<file path="config.mk">
export PLATFORM = sky130hd
export DESIGN_NAME = regfile_wb_arbiter
export DESIGN_NICKNAME = d
export VERILOG_FILES = /design/src/rtl/regfile_wb_arbiter.sv
export SDC_FILE = /design/constraint.sdc
export NUM_CORES = 1
export LEC_CHECK = 0
export ABC_AREA = 1
export BUFFER_PORTS_ARGS = -buffer_cell sky130_fd_sc_hd__clkbuf_2
export CORE_MARGIN = 4
export CORE_UTILIZATION = 29
export DETAILED_ROUTE_END_ITERATION = 6
export SLEW_MARGIN = 5
export SYNTH_ARGS = -nofsm -noshare
export SYNTH_HDL_FRONTEND = slang
export SYNTH_SLANG_ARGS = --single-unit
export TNS_END_PERCENT = 10
</file>
<file path="constraint.sdc">
create_clock -name clk -period 3.6 [get_ports clk]
set_input_delay 0.36 -clock clk [delete_from_list [all_inputs] [get_ports clk]]
set_output_delay 0.36 -clock clk [all_outputs]
set_load 0.03 [all_outputs]
</file>
<file path="src/rtl/regfile_wb_arbiter.sv">
// Write-port arbiter for the register file: merges the execute (A) and memory (B)
// writeback streams onto one registered write port, round-robin with a same-register override.
module regfile_wb_arbiter #(
  parameter int WIDTH   = 32,
  parameter int SIZE    = 8,
  parameter int ZERO_R0 = 1,
  localparam int AW     = $clog2(SIZE)
) (
  input  logic             clk,
  input  logic             rst,
  input  logic             aValid,
  input  logic [AW-1:0]    aAddr,
  input  logic [WIDTH-1:0] aData,
  output logic             aReady,
  input  logic             bValid,
  input  logic [AW-1:0]    bAddr,
  input  logic [WIDTH-1:0] bData,
  output logic             bReady,
  output logic             write,
  output logic [AW-1:0]    wrAddr,
  output logic [WIDTH-1:0] wrData,
  output logic [SIZE-1:0]  pendMask
);

  typedef enum logic {
    SRC_A = 1'b0,
    SRC_B = 1'b1
  } src_t;

  src_t             last_grant;
  logic             same_addr;
  logic             grant_a;
  logic             grant_b;
  logic [AW-1:0]    sel_addr;
  logic [WIDTH-1:0] sel_data;
  logic             sel_is_r0;
  logic [SIZE-1:0]  pend_next;

  // B is the older instruction, so on a same-register clash it goes first and A lands last.
  always_comb begin
    same_addr = aValid && bValid && (aAddr == bAddr);
    grant_a   = !rst && aValid && (!bValid || (!same_addr && last_grant == SRC_B));
    grant_b   = !rst && bValid && (!aValid || same_addr || last_grant == SRC_A);
    aReady    = grant_a;
    bReady    = grant_b;
    sel_addr  = grant_a ? aAddr : bAddr;
    sel_data  = grant_a ? aData : bData;
    sel_is_r0 = (ZERO_R0 != 0) && (sel_addr == '0);
  end

  always_comb begin
    pend_next = '0;
    for (int i = 0; i < SIZE; i++) begin
      pend_next[i] = (aValid && !aReady && (aAddr == AW'(i))) ||
                     (bValid && !bReady && (bAddr == AW'(i)));
    end
  end

  // Writes to r0 are still acknowledged but never reach the register file when it is hardwired.
  always_ff @(posedge clk or posedge rst) begin
    if (rst) begin
      write      <= 1'b0;
      wrAddr     <= '0;
      wrData     <= '0;
      pendMask   <= '0;
      last_grant <= SRC_B;
    end else begin
      pendMask <= pend_next;
      write    <= 1'b0;
      if (grant_a || grant_b) begin
        wrAddr     <= sel_addr;
        wrData     <= sel_data;
        write      <= !sel_is_r0;
        last_grant <= grant_a ? SRC_A : SRC_B;
      end
    end
  end

endmodule
</file>
==> out/qor.yml <==
grt:
  gr-total-overflow: 0
  track_usage_pct: 14.0
  grt_pass1_vias: 2197
  antenna_found_initial: 0
  grt_pass1_wl_mm: 9.97
  grt_max_degree: 38
floorplanning:
  ios: 120
  fp.dieW_um: 95.4
  initial_core_util_pct: 30.2
  core_area_um2: 7330
  rows: 31
  die_area_um2: 9090
  die_y_um: 95.4
yosys:
  synth_top_area_share_pct: 49.7
  muxShareOfSynthArea_pct: 0
  synth_cell_types: 21
  yosysTopAreaCell: "dfrtp_1"
  synth_top_family_by_area: "simple AND/OR/NAND/NOR gates"
  synthTopCellsByCount: "149 x nand2_1, 44 x dfrtp_1, 23 x nor2_1, 13 x a21oi_1, 13 x o22ai_1"
  synth-async-reset-ratio_pct: 100
  synth_fa_ha_area_share_pct: 0
  synthTopCellsByArea: "dfrtp_1 50%, nand2_1 25%, nor2_1 3.9%"
  ys_warn_count: 0
  syn_inst: 297
  synth_area_um2: 2210
  synthFlopType: "dfrtp_1"
  ys_seq_area_share_pct: 50.9
  syn_area_per_cell_um2: 7.45
  synth_edf_count: 0
  synthXorXnorAreaFrac_pct: 0
  synth_most_common_cell: "nand2_1"
  synth_nets: 371
  ys_ff_latch: 45
  synth-simple-area-share_pct: 32.8
  synth_compound_area_share_pct: 9.50
finish:
  syn_to_final_growth_pct: 34.8
  layout.cells.non_filler: 513
  layout.nets: 487
  fillers: 815
  antennaDiodeCount: 0
  drive_gt1_share_pct: 34.3
drt:
  vias: 2261
  ant_nets: 0
  drc: 0
  wire_per_inst_um: 12.3
  routed_wl_mm: 6.31
  drtIter0Drc: 58
  firstDrtPassIters: 4
  vias_per_cell: 4.41
setup_path:
  arrival_ns: 1.94
  critical_path_class: "flop to primary output"
  ff2ff_path_depth: 8
  timing.rr.end: "wrData[27]"
  critPathLaunchType: "flop"
  cp_max_fo: 37
  rr_startpoint: "last_grant"
  crit_path_end_kind: "primary output"
  required_ns: 3.24
  r2r_slack_ns: 1.89
sta:
  period_needed_ns: 2.30
  setup_viol: 0
  rsz0062_at_grt: "no"
  hold_violations: 0
  finalCritPeriodShare_pct: 63.8
  slew_violations: 0
  fmax_mhz: 435
  fin_skew_ns: 0.00565
  max-slew-margin-rel_pct: 48.8
  worst_pin_slew_ns: 0.768
  fin_tns_setup_ns: 0
pwr:
  power.leakage_nw: 1.74
  power-per-cell-area_nw_per_um2: 465
  ir_worst_vdd_uv: 147
place:
  gp_congestion: 0.792
  port_buffers: 119
  dpl.hpwl_mm: 4.84
  place_inst: 505
clocking:
  cts-resized-gates: 0
  cts.clk_slew.worst_paths_ns: 0.08
  cts_root_buffer: "clkbuf_8"
  htree_levels: 2
  cts.path.max_buffers: 2
  cts_setup_buffers: 0
  cts.sinks: 45
  clk_latency_ns: 0.29
  cts_buffers: 5
  postCtsHoldBufs: 0
  cts_tree: "built"
hold_path:
  hold_class: "input port to asynchronous set/reset pin"
run:
  drv_cap: 0
outcome:
  status: "finished, final reports clean"
-- flip-flops by register name, summed over array words and instances, names as in the netlist --
register / cells
last_grant: 1
wrAddr: 3
pendMask: 8
wrData: 32
write: 1
-- layout make-up --
cell class / instances / area, µm² / area share, %
flip-flops and latches: 45 / 1130 / 37.8
multi-input cells: 223 / 936 / 31.4
repair buffers: 122 / 618 / 20.7
well taps: 99 / 124 / 4.15
clock buffers: 7 / 86.3 / 2.89
inverters: 16 / 62.6 / 2.10
clock inverters: 1 / 30.0 / 1.01
-- kinds of logic after synthesis --
logic type	after synthesis
simple gates	185
flops	45
compound gates	38
buf+inv	29
-- power breakdown --
part | switching, mW | total, mW | internal (mW)
combinational | 0.275 | 0.399 | 0.124
clock | 0.160 | 0.387 | 0.226
sequential | 0.0336 | 0.603 | 0.569
-- how the worst max path moves through the flow --
stage               depth (start not counted)  startpoint  endpoint  slack (ns)
detailed placement                         12      bValid    bReady        1.33
global placement                           11    aAddr[0]    aReady        1.38
finish                                      5  last_grant    aReady        1.30
global route                                5  last_grant    aReady        1.16
floorplan                                   4         rst    bReady        1.22
CTS                                         5  last_grant    aReady        1.27
-- routing by layer --
metal	global-route usage, %	vias up	share of wire, %
li1	-	1163	-
met1	17.0	1026	43
met2	24.8	67	49
met3	3.31	5	6.7
met4	3.97	0	0.81
met5	0	-	0
-- worst max-delay path: stages, from the launching register on --
cell and delay, ns:
dfstp_2 0.54, nand2_1 0.08, nand2_2 0.11, nand2_4 0.25, inv_4 0.38, clkbuf_2 0.27
-- metrics by stage --
| step | setup slack [ns] | total power, mW | util, % | instance area, µm² | hold slack [ns] |
|---|---|---|---|---|---|
| floorplan | 1.22 | 0.876 | - | 2210 | 0.448 |
| finish | 1.30 | 1.39 | 40.7 | 2980 | 0.0974 |
| global route | 1.16 | 1.48 | 40.7 | 2980 | 0.133 |
| global placement | 1.38 | 1.01 | 39.1 | 2870 | 0.425 |
| detailed placement | 1.33 | 1.02 | 39.1 | 2870 | 0.421 |
| CTS | 1.27 | 1.41 | 40.7 | 2980 | 0.101 |
-- placed cells by master, fill, tap and decap left out --
cell type / Yosys / layout
a21oi_1: 13 / 13
buf_4: 6 / 3
bufinv_16: 0 / 1
clkbuf_1: 3 / 1
clkbuf_2: 0 / 119
clkbuf_8: 0 / 6
dfrtp_1: 44 / 44
dfstp_2: 1 / 1
inv_1: 11 / 10
inv_2: 4 / 5
inv_4: 1 / 1
nand2_1: 149 / 149
nand2_2: 1 / 1
nand2_4: 1 / 1
nand3_1: 8 / 8
nand3_2: 1 / 1
nor2_1: 23 / 23
nor2_2: 2 / 2
o21ai_0: 11 / 11
o21ai_2: 1 / 1
o22ai_1: 13 / 13
No activity file was read; power rests on OpenSTA's default activity.
